## config.mk

```make
export PLATFORM = sky130hd
export DESIGN_NAME = lif_layer
export DESIGN_NICKNAME = d
export VERILOG_FILES = /design/src/rtl/lif_layer.sv
export SDC_FILE = /design/constraint.sdc
export NUM_CORES = 1
export LEC_CHECK = 0
export CAP_MARGIN = 0
export CORE_ASPECT_RATIO = 1.75
export CORE_MARGIN = 2
export CORE_UTILIZATION = 40
export CTS_CLUSTER_DIAMETER = 100
export DETAILED_ROUTE_END_ITERATION = 6
export GPL_ROUTABILITY_DRIVEN = 0
export PLACE_DENSITY = 0.7
export SLEW_MARGIN = 20
export SYNTH_ARGS = -nofsm -noshare
export SYNTH_HDL_FRONTEND = slang
export SYNTH_SLANG_ARGS = --single-unit
```

## constraint.sdc

```tcl
create_clock -name clk -period 9.3 [get_ports clk]
set_clock_uncertainty 0.1 [all_clocks]
set_input_delay 0.93 -clock clk [delete_from_list [all_inputs] [get_ports clk]]
set_output_delay 0.93 -clock clk [all_outputs]
set_load 0.005 [all_outputs]
```

## src/rtl/lif_layer.sv

```systemverilog
// Time-multiplexed leaky integrate-and-fire layer. Neurons share one adder tree
// and are updated serially, one per clock, after each input sample is captured.
module lif_layer #(
    parameter int N_IN       = 32'd4,
    parameter int N_OUT      = 32'd2,
    parameter int W_BITS     = 32'd8,
    parameter int V_BITS     = 32'd16,
    parameter int THRESH     = 32'd64,
    parameter int LEAK_SHIFT = 32'd3,
    parameter int N_CYCLES   = 32'd10,
    parameter int CNT_BITS   = 32'd5,
    parameter int RESET_MODE = 32'd0
) (
    input  logic                          clk,
    input  logic                          rst_n,
    input  logic                          start,
    input  logic                          sample_ready,
    output logic                          ready,
    output logic                          sample,
    input  logic [N_IN-1:0]               in_spikes,
    output logic [N_OUT-1:0]              out_spikes,
    output logic                          out_valid,
    output logic [N_OUT*CNT_BITS-1:0]     spike_cnt,
    output logic                          done,
    input  logic                          w_we,
    input  logic [$clog2(N_IN*N_OUT)-1:0] w_addr,
    input  logic [W_BITS-1:0]             w_data
);

    localparam int AW    = $clog2(N_IN * N_OUT);
    localparam int JW    = (N_OUT > 32'd1) ? $clog2(N_OUT) : 32'd1;
    localparam int ACC_W = V_BITS + $clog2(N_IN) + 32'd1;

    localparam logic signed [ACC_W-1:0]  ACC_MAX  = ACC_W'((32'sd1 <<< (V_BITS - 32'd1)) - 32'sd1);
    localparam logic signed [ACC_W-1:0]  ACC_MIN  = ACC_W'(-(32'sd1 <<< (V_BITS - 32'd1)));
    localparam logic signed [V_BITS-1:0] THRESH_V = V_BITS'(THRESH);

    typedef enum logic [2:0] {
        ST_IDLE   = 3'd0,
        ST_SAMPLE = 3'd1,
        ST_UPDATE = 3'd2,
        ST_EMIT   = 3'd3,
        ST_DONE   = 3'd4
    } state_t;

    state_t                    state_r;
    state_t                    next_state_s;
    logic [JW-1:0]             nrn_r;
    logic [CNT_BITS-1:0]       ts_r;
    logic [N_IN-1:0]           in_reg_r;
    logic [N_OUT-1:0]          shadow_r;
    logic [N_OUT-1:0]          shadow_next_s;
    logic [N_OUT-1:0]          out_spikes_r;
    logic                      out_valid_r;
    logic                      done_r;
    logic                      ready_r;
    logic signed [W_BITS-1:0]  weights_r [N_OUT][N_IN];
    logic signed [V_BITS-1:0]  mem_r [N_OUT];
    logic [CNT_BITS-1:0]       cnt_r [N_OUT];

    logic                      start_ok_s;
    logic                      wr_ok_s;
    logic signed [V_BITS-1:0]  mem_cur_s;
    logic signed [ACC_W-1:0]   sum_s;
    logic signed [ACC_W-1:0]   acc_s;
    logic signed [V_BITS-1:0]  sat_s;
    logic signed [V_BITS-1:0]  mem_next_s;
    logic                      fire_s;
    logic                      last_nrn_s;
    logic                      last_ts_s;

    // Clamp the wide accumulator back into the membrane range.
    function automatic logic signed [V_BITS-1:0] sat_v(input logic signed [ACC_W-1:0] a);
        logic signed [V_BITS-1:0] r;
        if (a > ACC_MAX) begin
            r = V_BITS'(ACC_MAX);
        end else if (a < ACC_MIN) begin
            r = V_BITS'(ACC_MIN);
        end else begin
            r = V_BITS'(a);
        end
        return r;
    endfunction

    // ready only goes high one edge after reset release, so it gates start and writes.
    assign start_ok_s = (state_r == ST_IDLE) && ready_r && start;
    assign wr_ok_s    = (state_r == ST_IDLE) && ready_r && w_we;
    assign last_nrn_s = (nrn_r == JW'(N_OUT - 32'd1));
    assign last_ts_s  = (ts_r == CNT_BITS'(N_CYCLES - 32'd1));

    assign ready      = ready_r;
    assign sample     = (state_r == ST_SAMPLE) && sample_ready;
    assign out_spikes = out_spikes_r;
    assign out_valid  = out_valid_r;
    assign done       = done_r;

    for (genvar gj = 0; gj < N_OUT; gj++) begin : g_cnt
        assign spike_cnt[gj*CNT_BITS +: CNT_BITS] = cnt_r[gj];
    end

    // Membrane update datapath for the neuron currently selected by nrn_r.
    always_comb begin
        mem_cur_s = mem_r[nrn_r];
        sum_s     = '0;
        for (int i = 32'sd0; i < N_IN; i++) begin
            if (in_reg_r[i]) begin
                sum_s = sum_s + ACC_W'(weights_r[nrn_r][i]);
            end else begin
                sum_s = sum_s;
            end
        end
        acc_s  = ACC_W'(mem_cur_s) - ACC_W'(mem_cur_s >>> LEAK_SHIFT) + sum_s;
        sat_s  = sat_v(acc_s);
        fire_s = (sat_s >= THRESH_V);
        if (fire_s) begin
            if (RESET_MODE == 32'd1) begin
                mem_next_s = sat_s - THRESH_V;
            end else begin
                mem_next_s = '0;
            end
        end else begin
            mem_next_s = sat_s;
        end
        shadow_next_s        = shadow_r;
        shadow_next_s[nrn_r] = fire_s;
    end

    // Next-state logic of the sequencing FSM.
    always_comb begin
        next_state_s = state_r;
        case (state_r)
            ST_IDLE: begin
                if (start_ok_s) next_state_s = ST_SAMPLE;
                else            next_state_s = ST_IDLE;
            end
            ST_SAMPLE: begin
                if (sample_ready) next_state_s = ST_UPDATE;
                else              next_state_s = ST_SAMPLE;
            end
            ST_UPDATE: begin
                if (last_nrn_s) next_state_s = ST_EMIT;
                else            next_state_s = ST_UPDATE;
            end
            ST_EMIT: begin
                if (last_ts_s) next_state_s = ST_DONE;
                else           next_state_s = ST_SAMPLE;
            end
            ST_DONE: next_state_s = ST_IDLE;
            default: next_state_s = ST_IDLE;
        endcase
    end

    // Weight memory: written only while idle, cleared by reset.
    always_ff @(posedge clk) begin
        if (!rst_n) begin
            for (int j = 32'sd0; j < N_OUT; j++) begin
                for (int i = 32'sd0; i < N_IN; i++) begin
                    weights_r[j][i] <= '0;
                end
            end
        end else begin
            for (int j = 32'sd0; j < N_OUT; j++) begin
                for (int i = 32'sd0; i < N_IN; i++) begin
                    if (wr_ok_s && (w_addr == AW'(j * N_IN + i))) begin
                        weights_r[j][i] <= w_data;
                    end
                end
            end
        end
    end

    // FSM state, neuron state, counters and registered outputs.
    always_ff @(posedge clk) begin
        if (!rst_n) begin
            state_r      <= ST_IDLE;
            ready_r      <= 1'b0;
            nrn_r        <= '0;
            ts_r         <= '0;
            in_reg_r     <= '0;
            shadow_r     <= '0;
            out_spikes_r <= '0;
            out_valid_r  <= 1'b0;
            done_r       <= 1'b0;
            for (int j = 32'sd0; j < N_OUT; j++) begin
                mem_r[j] <= '0;
                cnt_r[j] <= '0;
            end
        end else begin
            state_r     <= next_state_s;
            ready_r     <= (next_state_s == ST_IDLE);
            out_valid_r <= 1'b0;
            done_r      <= 1'b0;
            case (state_r)
                ST_IDLE: begin
                    if (start_ok_s) begin
                        ts_r         <= '0;
                        out_spikes_r <= '0;
                        for (int j = 32'sd0; j < N_OUT; j++) begin
                            mem_r[j] <= '0;
                            cnt_r[j] <= '0;
                        end
                    end
                end
                ST_SAMPLE: begin
                    if (sample_ready) begin
                        in_reg_r <= in_spikes;
                        nrn_r    <= '0;
                    end
                end
                ST_UPDATE: begin
                    mem_r[nrn_r] <= mem_next_s;
                    shadow_r     <= shadow_next_s;
                    nrn_r        <= nrn_r + JW'(1);
                    if (fire_s && (cnt_r[nrn_r] != '1)) begin
                        cnt_r[nrn_r] <= cnt_r[nrn_r] + CNT_BITS'(1);
                    end
                    // Publish on the edge into EMIT so out_spikes is valid alongside out_valid.
                    if (last_nrn_s) begin
                        out_spikes_r <= shadow_next_s;
                        out_valid_r  <= 1'b1;
                    end
                end
                ST_EMIT: begin
                    ts_r <= ts_r + CNT_BITS'(1);
                    if (last_ts_s) begin
                        done_r <= 1'b1;
                    end
                end
                ST_DONE: begin
                    done_r <= 1'b0;
                end
                default: begin
                    done_r <= 1'b0;
                end
            endcase
        end
    end

endmodule

```

==> flow_summary_export.csv <==
group,metric,value,unit
status,outcome,"complete, no violations",
critical_path,cp_data_arrival_time,8.77,ns
logic_synthesis,ys_ff_latch,126,
floorplan,floorplan.initialDensity,40.54,%
routing,postRouteWirelength,22.12,mm
timing,fmax,114.0,MHz
logic_synthesis,syn_avg_cell_area,10.15,um^2
logic_synthesis,synth_top_area_share,33.65,%
timing,worst_slew_pin_slew,0.9451,ns
job,cap_violations,0,
floorplan,fp-row-count,74,
final_layout,drive_gt1_share,14.20,%
final_layout,diodes,0,
grt,grt_max_degree,36,
final_layout,synthToLayoutAreaGrowth,15.21,%
clock_network,postCtsHoldBufs,0,
routing,postRouteAntennaNets,0,
placement,hpwlAfterDp,17.06,mm
logic_synthesis,synth-edff-count,106,
critical_path,crit_slowest_cell,"fa_1",
critical_path,crit_family,"compound AO/OA/AOI/OAI gates",
routing,drc,0,
timing,post-route-period-util,94.32,%
clock_network,htreeDepth,4,
timing,finalHoldViolCount,0,
power_and_ir_drop,leakagePower,4.555,nW
routing,dr_total_vias,6992,
floorplan,die_x,120.2,um
critical_path,max_stage_delay,0.49,ns
critical_path,critical_path_class,"reg2reg",
critical_path,r2r_setup_slack,0.53,ns
routing,drt_iter0_drc,211,
floorplan,die_y,207.4,um
clock_network,clkTransAtPathRegs,0.06,ns
final_layout,nets,1080,
logic_synthesis,synth_warnings,0,
routing,drt_pass1_iterations,4,
timing,min_period,8.771,ns
critical_path,critical_path_required,9.30,ns
final_layout,regArea,3586,um^2
timing,final.setup.tns,0,ns
power_and_ir_drop,peakVddDrop,0.1667,mV
critical_path,cp.buffers_inverters,3,
final_layout,final_cell_mix,"edfxtp_1 (106), nor2_1 (70), ha_1 (66)",
grt,grt_pass1_wl,35.74,mm
floorplan,ios,36,
logic_synthesis,synth_area,9459,um^2
grt,antenna_found_initial,0,
worst_hold_path,min_path_type,"reg2reg",
grt,grt_pass1_vias,7165,
routing,wl_per_cell,17.15,um
clock_network,cts_made_buffers,17,
clock_network,worstSkewPairLatency,0.43,ns
final_layout,fillers,2200,
floorplan,coreArea,23330,um^2
grt,grt_use_total,18.36,%
logic_synthesis,synthArstFlopShare,0,%
logic_synthesis,synth.net_count,1039,
critical_path,cp_max_fo,10,
logic_synthesis,yosysSeqAreaShare,37.88,%
logic_synthesis,synthTopCellsByArea,"edfxtp_1 (34%), ha_1 (8.9%), mux2_2 (5.4%)",
logic_synthesis,syn_inst,932,
logic_synthesis,synthFlopType,"edfxtp_1",
power_and_ir_drop,power,0.001878,W
critical_path,end_kind,"register",
logic_synthesis,synth_cell_types,69,
timing,finalSetupViolations,0,
clock_network,cts_root_buf,"clkbuf_16",
placement,port_buffers,35,
timing,drv_slew,0,
clock_network,cts_buffer_depth,2,
logic_synthesis,synth_top_area_cell,"edfxtp_1",
timing,slew_headroom,36.99,%
routing,routed_via_density,5.420,
final_layout,multi_input_area,5612,um^2
power_and_ir_drop,powerDensity,172.3,nW/um^2
floorplan,die_area,24940,um^2
grt,overflow,0,
clock_network,cts_tree,"yes",
critical_path,start_kind,"register",
clock_network,clock-sinks,126,
final_layout,final_common_cell,"edfxtp_1",
Yosys cell counts, drive strengths merged (15+ instances only):
master  number
o21ai       58
nand2b      16
nor2        72
ha          67
o21a        15
mux2        46
a21o        34
edfxtp     106
a21oi       77
and2        48
xnor2       32
inv         46
nand3       19
nor2b       19
clkbuf      19
dfxtp       20
fa          20
nor3        15
nand2       40
xor2        18
mux2i       33
area by class of cell:
cell class	instances	area share [%]
multi-input cells	728	51.49
flip-flops and latches	126	32.90
repair buffers	53	4.489
clock buffers	19	4.064
well taps	304	3.490
clock inverters	13	1.929
inverters	47	1.630
worst paths after layout:
kind                                     end  depth (start not counted)                      from
setup / recovery   cnt_r[0][0]$_SDFFCE_PN0P_                         37                  register
hold / removal    out_spikes[0]$_SDFFE_PN0P_                          2  shadow_r[0]$_SDFFE_PN0P_
setup reg to reg   cnt_r[0][0]$_SDFFCE_PN0P_                         37                  register
hold reg to reg   out_spikes[0]$_SDFFE_PN0P_                          2  shadow_r[0]$_SDFFE_PN0P_
routing by layer:
metal | wire (um) | vias up | GRT usage [%]
met1 | 8072 | 3367 | 17.67
li1 | - | 3466 | -
met5 | 0 | - | 0
met2 | 12530 | 101 | 35.78
met4 | 1042 | 0 | 10.34
met3 | 477 | 58 | 3.022
tightest hold or removal path, stage by stage, from the launching register on:
cell	delay (ns)
dfxtp_1	0.31
nand2_1	0.06
a21oi_1	0.05
timing repair:
item,CTS,global route
gates resized for setup,0,19
setup endpoints to repair,0,50
buffers inserted,0,2
state kept, by name, summed over array words and instances (netlist names), 2 cells and up, named ones only:
register / flops
state_r: 3
out_spikes: 2
cnt_r: 10
weights_r: 64
ts_r: 5
in_reg_r: 4
mem_r: 32
metrics by stage:
stage	util, %	cell area, um^2	hold WS, ns	worst slack [ns]	std cells
final	46.71	10900	0.3652	0.5286	1290
after global routing	46.71	10900	0.3876	-0.0007665	1290
after CTS	46.39	10820	0.3665	0.08577	1288
after detailed placement	43.59	10170	0.3561	0.09915	1256
after global placement	43.59	10170	0.3460	0.2838	1256
after floorplan	-	9469	0.3296	0.01578	932
where the power goes:
group          total [W]  switching, W  leakage (nW)  internal, W
registers       0.000654     0.0000117          1.27     0.000642
logic           0.000489      0.000289          2.97     0.000200
clock network   0.000735      0.000251         0.314     0.000484
total            0.00188      0.000551          4.56      0.00133
cells by family after synthesis:
family | share of synthesized area, %
buffers and inverters | 3.479
AO/OA/AOI/OAI | 16.67
adder cells (fa/ha/maj) | 13.10
AND/OR/NAND/NOR | 14.75
XOR/XNOR | 5.119
multiplexers | 9.008
flip-flops | 37.88
No activity file was read; power rests on OpenSTA's default activity.
